--- src/rtl/uart_baud_gen_if.sv ---
// uart_baud_gen_if: control/status bundle of the UART baud-rate generator.
// The master side (UART core or bench) drives divisor, load, sync and clock
// enable. The slave side (uart_baud_gen) returns the oversample strobes and
// the oversample count.
interface uart_baud_gen_if #(
  parameter int DIV_W  = 16,
  parameter int FRAC_W = 4,
  parameter int CNT_W  = 4
);
  logic              i_ce;
  logic [DIV_W-1:0]  i_div;
  logic [FRAC_W-1:0] i_frac;
  logic              i_load;
  logic              i_sync;
  logic              o_os_tick;
  logic              o_mid_tick;
  logic              o_bit_tick;
  logic [CNT_W-1:0]  o_os_cnt;

  modport master (
    output i_ce, i_div, i_frac, i_load, i_sync,
    input  o_os_tick, o_mid_tick, o_bit_tick, o_os_cnt
  );

  modport slave (
    input  i_ce, i_div, i_frac, i_load, i_sync,
    output o_os_tick, o_mid_tick, o_bit_tick, o_os_cnt
  );
endinterface

--- src/rtl/uart_baud_gen.sv ---
// uart_baud_gen: runtime-programmable UART baud-rate generator.
// A prescaler divides i_clk (qualified by i_ce) by a loadable divisor to make
// an oversample tick; an oversample counter on top of it yields mid-bit and
// bit strobes. A new divisor is written to shadow registers by i_load and
// adopted at the next period boundary; i_sync restarts the bit phase.
// Optional feature macro: UART_BAUD_FRAC_EN adds a fractional accumulator so
// the period alternates between div and div+1 clocks. Without it i_frac is
// ignored and every period is exactly max(div,1) clocks.
module uart_baud_gen #(
  parameter int DIV_W       = 16,
  parameter int FRAC_W      = 4,
  parameter int OSR         = 16,
  parameter int DEFAULT_DIV = 27
) (
  input  logic           i_clk,
  input  logic           i_rst,
  uart_baud_gen_if.slave bus
);

  localparam int               CNT_W    = $clog2(OSR);
  localparam logic [CNT_W-1:0] MID_CNT  = CNT_W'(OSR / 2);
  localparam logic [CNT_W-1:0] LAST_CNT = CNT_W'(OSR - 1);
  localparam logic [CNT_W-1:0] CNT_ONE  = CNT_W'(1);
  localparam logic [DIV_W-1:0] DIV_ONE  = DIV_W'(1);
  localparam logic [DIV_W-1:0] DEF_DIV  = DIV_W'(DEFAULT_DIV);

  logic [DIV_W-1:0] pre_q, pre_d;
  logic [DIV_W-1:0] div_a_q, div_a_d;
  logic [DIV_W-1:0] div_s_q, div_s_d;
  logic [CNT_W-1:0] os_cnt_q, os_cnt_d;
  logic             os_tick_q, os_tick_d;
  logic             mid_tick_q, mid_tick_d;
  logic             bit_tick_q, bit_tick_d;

  logic             ext;       // current period is one clock longer
  logic [DIV_W-1:0] pre_last;  // prescaler value of the terminal cycle (L-1)
  logic             terminal;
  logic [DIV_W-1:0] div_new;   // divisor adopted when the period restarts

`ifdef UART_BAUD_FRAC_EN
  logic [FRAC_W-1:0] acc_q, acc_d;
  logic              ext_q, ext_d;
  logic [FRAC_W-1:0] frac_a_q, frac_a_d;
  logic [FRAC_W-1:0] frac_s_q, frac_s_d;
  logic [FRAC_W-1:0] frac_new;

  assign ext      = ext_q;
  assign frac_new = (bus.i_sync && bus.i_load) ? bus.i_frac : frac_s_q;
`else
  logic unused_frac;

  assign ext         = 1'b0;
  assign unused_frac = ^bus.i_frac;
`endif

  // A divisor of 0 behaves as 1; the carry stretches the period by one clock.
  assign pre_last = ((div_a_q == '0) ? '0 : div_a_q - DIV_ONE) + DIV_W'(ext);
  assign terminal = bus.i_ce && (pre_q == pre_last);
  // A sync that coincides with a load bypasses the shadow register.
  assign div_new  = (bus.i_sync && bus.i_load) ? bus.i_div : div_s_q;

  // Next-state logic: sync beats the terminal-cycle update, which beats hold.
  always_comb begin
    // NOTE: every signal gets a default first so no path leaves it unassigned,
    // which would otherwise infer a latch.
    pre_d      = pre_q;
    div_a_d    = div_a_q;
    div_s_d    = bus.i_load ? bus.i_div : div_s_q;
    os_cnt_d   = os_cnt_q;
    os_tick_d  = 1'b0;
    mid_tick_d = 1'b0;
    bit_tick_d = 1'b0;
`ifdef UART_BAUD_FRAC_EN
    acc_d      = acc_q;
    ext_d      = ext_q;
    frac_a_d   = frac_a_q;
    frac_s_d   = bus.i_load ? bus.i_frac : frac_s_q;
`endif
    if (bus.i_sync) begin
      // The sync cycle itself counts as clock 0 of the new period, so the
      // first tick lands L cycles after it. With L=1 it is not counted, which
      // keeps the cycle right after sync free of ticks.
      pre_d    = (bus.i_ce && (div_new > DIV_ONE)) ? DIV_ONE : '0;
      div_a_d  = div_new;
      os_cnt_d = '0;
`ifdef UART_BAUD_FRAC_EN
      acc_d    = '0;
      ext_d    = 1'b0;
      frac_a_d = frac_new;
`endif
    end else if (terminal) begin
      pre_d      = '0;
      div_a_d    = div_s_q;
      os_cnt_d   = os_cnt_q + CNT_ONE;
      os_tick_d  = 1'b1;
      mid_tick_d = (os_cnt_d == MID_CNT);
      bit_tick_d = (os_cnt_q == LAST_CNT);
`ifdef UART_BAUD_FRAC_EN
      {ext_d, acc_d} = {1'b0, acc_q} + {1'b0, frac_a_q};
      frac_a_d       = frac_s_q;
`endif
    end else if (bus.i_ce) begin
      pre_d = pre_q + DIV_ONE;
    end
  end

  // State and output registers with synchronous reset.
  always_ff @(posedge i_clk) begin
    // NOTE: state is updated with non-blocking assignments so every register
    // samples values from before the edge, independent of statement order.
    if (i_rst) begin
      pre_q      <= '0;
      div_a_q    <= DEF_DIV;
      div_s_q    <= DEF_DIV;
      os_cnt_q   <= '0;
      os_tick_q  <= 1'b0;
      mid_tick_q <= 1'b0;
      bit_tick_q <= 1'b0;
`ifdef UART_BAUD_FRAC_EN
      acc_q      <= '0;
      ext_q      <= 1'b0;
      frac_a_q   <= '0;
      frac_s_q   <= '0;
`endif
    end else begin
      pre_q      <= pre_d;
      div_a_q    <= div_a_d;
      div_s_q    <= div_s_d;
      os_cnt_q   <= os_cnt_d;
      os_tick_q  <= os_tick_d;
      mid_tick_q <= mid_tick_d;
      bit_tick_q <= bit_tick_d;
`ifdef UART_BAUD_FRAC_EN
      acc_q      <= acc_d;
      ext_q      <= ext_d;
      frac_a_q   <= frac_a_d;
      frac_s_q   <= frac_s_d;
`endif
    end
  end

  assign bus.o_os_tick  = os_tick_q;
  assign bus.o_mid_tick = mid_tick_q;
  assign bus.o_bit_tick = bit_tick_q;
  assign bus.o_os_cnt   = os_cnt_q;

endmodule

--- src/flat_wrapper.sv ---
// flat-port wrapper written by rule: the top's interface ports become plain ports
module uart_baud_gen_flat 
#(
  parameter int DIV_W       = 16,
  parameter int FRAC_W      = 4,
  parameter int OSR         = 16,
  parameter int DEFAULT_DIV = 27
)
  (i_clk, i_rst, bus_i_ce, bus_i_div, bus_i_frac, bus_i_load, bus_i_sync, bus_o_os_tick, bus_o_mid_tick, bus_o_bit_tick, bus_o_os_cnt);
  uart_baud_gen_if #(.DIV_W(DIV_W), .FRAC_W(FRAC_W), .CNT_W(4)) bus_i ();
  input  logic i_clk;
  input  logic i_rst;
  input wire logic [$bits(bus_i.i_ce)-1:0] bus_i_ce;
  input wire logic [$bits(bus_i.i_div)-1:0] bus_i_div;
  input wire logic [$bits(bus_i.i_frac)-1:0] bus_i_frac;
  input wire logic [$bits(bus_i.i_load)-1:0] bus_i_load;
  input wire logic [$bits(bus_i.i_sync)-1:0] bus_i_sync;
  output wire logic [$bits(bus_i.o_os_tick)-1:0] bus_o_os_tick;
  output wire logic [$bits(bus_i.o_mid_tick)-1:0] bus_o_mid_tick;
  output wire logic [$bits(bus_i.o_bit_tick)-1:0] bus_o_bit_tick;
  output wire logic [$bits(bus_i.o_os_cnt)-1:0] bus_o_os_cnt;
  assign bus_i.i_ce = bus_i_ce;
  assign bus_i.i_div = bus_i_div;
  assign bus_i.i_frac = bus_i_frac;
  assign bus_i.i_load = bus_i_load;
  assign bus_i.i_sync = bus_i_sync;
  assign bus_o_os_tick = bus_i.o_os_tick;
  assign bus_o_mid_tick = bus_i.o_mid_tick;
  assign bus_o_bit_tick = bus_i.o_bit_tick;
  assign bus_o_os_cnt = bus_i.o_os_cnt;
  uart_baud_gen #(.DIV_W(DIV_W), .FRAC_W(FRAC_W), .OSR(OSR), .DEFAULT_DIV(DEFAULT_DIV)) u_core (.i_clk(i_clk), .i_rst(i_rst), .bus(bus_i));
endmodule
--- config.mk ---
export PLATFORM = sky130hd
export DESIGN_NAME = uart_baud_gen_flat
export DESIGN_NICKNAME = d
export VERILOG_FILES = /design/src/rtl/uart_baud_gen_if.sv /design/src/rtl/uart_baud_gen.sv /design/src/flat_wrapper.sv
export SDC_FILE = /design/constraint.sdc
export NUM_CORES = 1
export LEC_CHECK = 0
export ABC_AREA = 1
export CORE_ASPECT_RATIO = 1.1
export CORE_MARGIN = 3
export CORE_UTILIZATION = 55
export CTS_BUF_LIST = sky130_fd_sc_hd__clkbuf_16
export DETAILED_ROUTE_END_ITERATION = 8
export PLACE_DENSITY = 0.77
export SLEW_MARGIN = 10
export SYNTH_ARGS = -nofsm -noshare
export SYNTH_HDL_FRONTEND = slang
export SYNTH_SLANG_ARGS = --single-unit
--- constraint.sdc ---
create_clock -name i_clk -period 2.4 [get_ports i_clk]
set_input_delay 0.48 -clock i_clk [delete_from_list [all_inputs] [get_ports i_clk]]
set_output_delay 0.48 -clock i_clk [all_outputs]
set_load 0.005 [all_outputs]
# Word level (Yosys, flattened, before mapping)
# Cells that the tools add are included.
# totals
in_bits	25
register_bits	55
elab_cells	32
# op_classes
n_eq_ne	3
magnitude_cmp	1
bitwise_logic	1
n_mux	9
reduce_logical	8
add_sub_neg	3
# op_table
op	count
16-bit 2-to-1 mux	7
16-bit by 1-bit adder with 16-bit output, second input constant	1
16-bit equality test	1
16-bit by 1-bit greater-than comparator with 1-bit output, second input constant	1
16-bit zero test	1
16-bit by 1-bit subtractor with 16-bit output, second input constant	1
4-bit equality test, second input constant	2
4-bit by 1-bit adder with 4-bit output, second input constant	1
1-bit logical AND	3
3-bit nonzero test	1
3-bit OR reduction	1
1-bit 2-to-1 mux	2
2-bit nonzero test	1
2-bit OR reduction	1
1-bit inverter	1

# Logic depth before layout (Yosys ltp)
# logic_depth
ltp_word	6
mapped_depth	20
ltp_nobuf	19

# Least setup slack after synthesis
# Ideal clock, no wire load.
# synth_path
kind	reg2reg
start	reg u_core.div_a_q[0]
end	reg u_core.pre_q[14]
arrival_time_ns	2.087
path_stages_with_launch	17
setup_ns	0.123
required_ns	2.277
path_buffers	3
path_slack_ns	0.190
path_cell_list	dfxtp_1 inv_1 ha_1 nand2_2 nor2_2 nand2_4 buf_6 nand3_1 nand3_1 nor2_1 nand3_2 nor2_4 nand2_4 buf_6 nand2_8 buf_12 nor3b_2
# synth_via
elab_chain_len	6
# synth_rtl
item	line	rtl
start: declaration	uart_baud_gen.sv:28	logic [DIV_W-1:0] div_a_q, div_a_d;
start signal: assignment	uart_baud_gen.sv:127	div_a_q <= div_a_d;
16-bit by 1-bit subtractor with 16-bit output or 16-bit zero test (tied branches)	uart_baud_gen.sv:57	assign pre_last = ((div_a_q == '0) ? '0 : div_a_q - DIV_ONE) + DIV_W'(ext);
16-bit 2-to-1 mux (*)	uart_baud_gen.sv:57	
16-bit equality test (*)	uart_baud_gen.sv:58	assign terminal = bus.i_ce && (pre_q == pre_last);
1-bit logical AND (*)	uart_baud_gen.sv:58	
16-bit 2-to-1 mux	uart_baud_gen.sv:91	end else if (terminal) begin
16-bit 2-to-1 mux	uart_baud_gen.sv:79	if (bus.i_sync) begin
end signal: assignment	uart_baud_gen.sv:126	pre_q <= pre_d;
end: declaration	uart_baud_gen.sv:27	logic [DIV_W-1:0] pre_q, pre_d;
# Mark *: on every way between the ends. The rest lies on a longest branch, timed or not.
# A chain may end at the register's enable or synchronous reset.

# Worst setup path after layout
# layout_path
start	reg u_core.div_a_q[1]
end	reg u_core.bit_tick_q, in the netlist u_core.bus.o_bit_tick
# layout_via
elab_chain_len	6
# layout_rtl
item	line	rtl
16-bit by 1-bit subtractor with 16-bit output or 16-bit zero test (tied branches)	uart_baud_gen.sv:57	
16-bit 2-to-1 mux (*)	uart_baud_gen.sv:57	
16-bit equality test (*)	uart_baud_gen.sv:58	
1-bit logical AND (*)	uart_baud_gen.sv:58	
1-bit inverter (no source line) (*)	--	
3-bit OR reduction (no source line) (*)	--	
end signal: assignment	uart_baud_gen.sv:132	bit_tick_q <= bit_tick_d;
end: declaration	uart_baud_gen.sv:33	logic bit_tick_q, bit_tick_d;
# Marked as above.

==> results.ini <==
[hold_path]
hp-class=reg -> reg
holdPathStages=2
hold_path_end=u_core.div_s_q[3]
hp-start=u_core.div_s_q[3]

[timing]
maxSlewHeadroom_pct=77.4
finalClockSkew_ps=7.86
max_freq_ghz=0.427
hold_viol=0
tightest_slew_ps=337
drv_slew=0
fin_crit_ps=2340
setup_slack_ps=55.5
setup_viol=0
fin_crit_sh_pct=97.7

[setup_path]
required_ps=2590
r2r_cells=15
timing.rr.end=u_core.bus.o_bit_tick
worst_setup_path_start_kind=flip-flop
r2r-start=u_core.div_a_q[1]
r2r_slack_ps=60
crit_fanout=7
startpoint=u_core.div_a_q[1]
arrival_ps=2540
worstSetupEndpointType=flip-flop
critPathKind=reg -> reg

[placed_design]
dpl.hpwl_um=5400
gpl.final_weighted_congestion=0.953
pre_cts_slack_ps=-190
portBuffers=27
post_dp_cell_area_um2=3820

[yosys]
synth_edf_count=0
syn_inst=540
ys.flop_type=dfxtp_1
netlist_area_um2=3430
synth.area.top_cells=dfxtp_1 (32%), nand2_1 (17%), nor2_1 (7.9%)
synth_seq_cells=55
synth_top_cell_by_area=dfxtp_1
synth.top_cell.area_share_pct=32.1
synth_common_cells=nand2_1 (152), nor2_1 (72), inv_1 (66)
synth_most_common_cell=nand2_1
ys_warn_count=0
ys_seq_area_share_pct=32.1
syn_area_per_cell_um2=6.36
syn_nets=568
synth-async-reset-ratio_pct=0
ys_types=34

[power]
power.total_w=0.00216
vdd_ir_drop_max_v=0.000310
leakagePower_nw=1.93
power_density_nw_per_um2=510

[detailed_routing]
avgRoutedWirePerCell_um=12.2
viasPerCell=5.10
drc=0
drt_iter0_markers=292
ant_nets=0
wirelength_um=8150
vias=3401
first_pass_iters=5

[cts]
root_buffer=clkbuf_16
clkTransAtPathRegs_ps=80
clk_latency_ps=300
cts_buffer_depth=2
cts_hold_buf=0
tritoncts=done
cts_buffers=5
cts_sinks=55
htree_levels=2

[floorplan]
rows=29
top_level_ports=32
die_x_um=81.3
fp.coreArea_um2=5910
initial_core_util_pct=58.0
die_area_um2=7220
dieHeight_um=88.9

[finish]
design_area_um2=4230
seq_area_um2=1110
n_antenna_cell=0
drive_gt1_share_pct=15.9
fill_cells=509
fin_nets=617
syn_to_final_growth_pct=23.3
multi_input_area_um2=2120

[global_routing]
grt-ovfl-total=0
antenna_found_initial=0
grt_pass1_wl_um=12600
grt_max_degree=37
grt_pass1_vias=2846
grt.total_usage_pct=21.8

[outcome]
outcome=completed

[job]
cap_viol_max_count=0

## area by class of cell
type                            instances  area share (%)
Multi-Input combinational cell        406            50.1
Sequential cell                        55            26.2
Timing Repair Buffer                   53            11.8
Inverter                               68            6.03
Clock buffer                            5            2.96
Tap cell                               77            2.28
Clock inverter                          3           0.532
## metrics by stage
step	std cells	hold slack (ps)	util [%]	setup TNS (ps)
floorplan	540	429	-	0
global placement	645	440	64.5	-437
detailed placement	645	443	64.5	-1250
CTS	654	463	67.5	0
global route	667	481	71.6	-2910
finish	667	465	71.6	0
## layout by cell type (no fill, tap or decap), types with 3 or more instances in the layout
cell type / netlist / layout
a21oi_1: 15 / 15
buf_4: 2 / 22
clkbuf_16: 0 / 5
clkdlybuf4s50_1: 0 / 26
dfxtp_1: 55 / 47
dfxtp_2: 0 / 8
inv_1: 66 / 64
inv_2: 1 / 3
nand2_1: 152 / 150
nand2_2: 4 / 5
nand2_4: 2 / 4
nand2_8: 2 / 6
nand3_1: 52 / 51
nand4_1: 17 / 17
nor2_1: 72 / 61
nor2_2: 12 / 20
nor2_4: 4 / 7
nor3_1: 5 / 5
nor3b_1: 4 / 4
nor4_1: 3 / 3
o211ai_1: 3 / 3
o21ai_0: 31 / 30
xor2_1: 9 / 9
## sequential cells by signal, summed over array words and instances, names as in the netlist
name,cells
u_core.pre_q,16
u_core.bus.o_bit_tick,1
u_core.div_a_q,16
u_core.bus.o_os_tick,1
u_core.div_s_q,16
u_core.bus.o_os_cnt,4
u_core.bus.o_mid_tick,1
## critical path: stages, from the launching register on
cell	delay (ps)
dfxtp_2	340
inv_2	70
ha_4	170
nand2_4	80
nor2_4	240
nand2_8	100
nand2_2	60
nand2_1	50
nand2_1	70
nand3_1	80
nor2_2	140
nand3_2	100
nor2_4	230
buf_4	170
nand2_4	70
nor3_1	250
## power breakdown
group	switching (W)	total (W)	internal [W]
sequential	0.0000375	0.000991	0.000954
clock	0.000378	0.000772	0.000395
combinational	0.000233	0.000396	0.000163
## worst max-delay path by stage
stage                                 end  depth (start not counted)
floorplan                u_core.pre_q[14]                         16
global placement         u_core.pre_q[15]                         14
detailed placement       u_core.pre_q[14]                         12
CTS                    u_core.div_a_q[12]                         17
global route            u_core.div_a_q[8]                         16
finish              u_core.bus.o_bit_tick                         15
## metal layers
| layer | up-vias | GRT usage [%] | share of wire, % |
|---|---|---|---|
| met2 | 78 | 37.7 | 49 |
| met1 | 1490 | 28.3 | 45 |
| met4 | 0 | 5.99 | 1.2 |
| met3 | 11 | 2.75 | 4.7 |
| li1 | 1822 | - | - |
| met5 | - | 0 | 0 |
## repair_timing
action	in CTS	in global routing
gates cloned	1	4
setup endpoints to repair	21	35
resized for setup	3	36
setup buffers	0	9
pin swaps	1	13
## kinds of logic after synthesis
logic type,after synthesis,synth area share [%]
xor gates and xnor gates,9,2.30
DFF,55,32.1
and+or+nand+nor,337,45.6
buffers and inverters,84,11.0
AOI/OAI and AO/OA,52,7.98
adders and majority gates,3,1.09
Note: power is estimated with default switching activity, not from simulation.
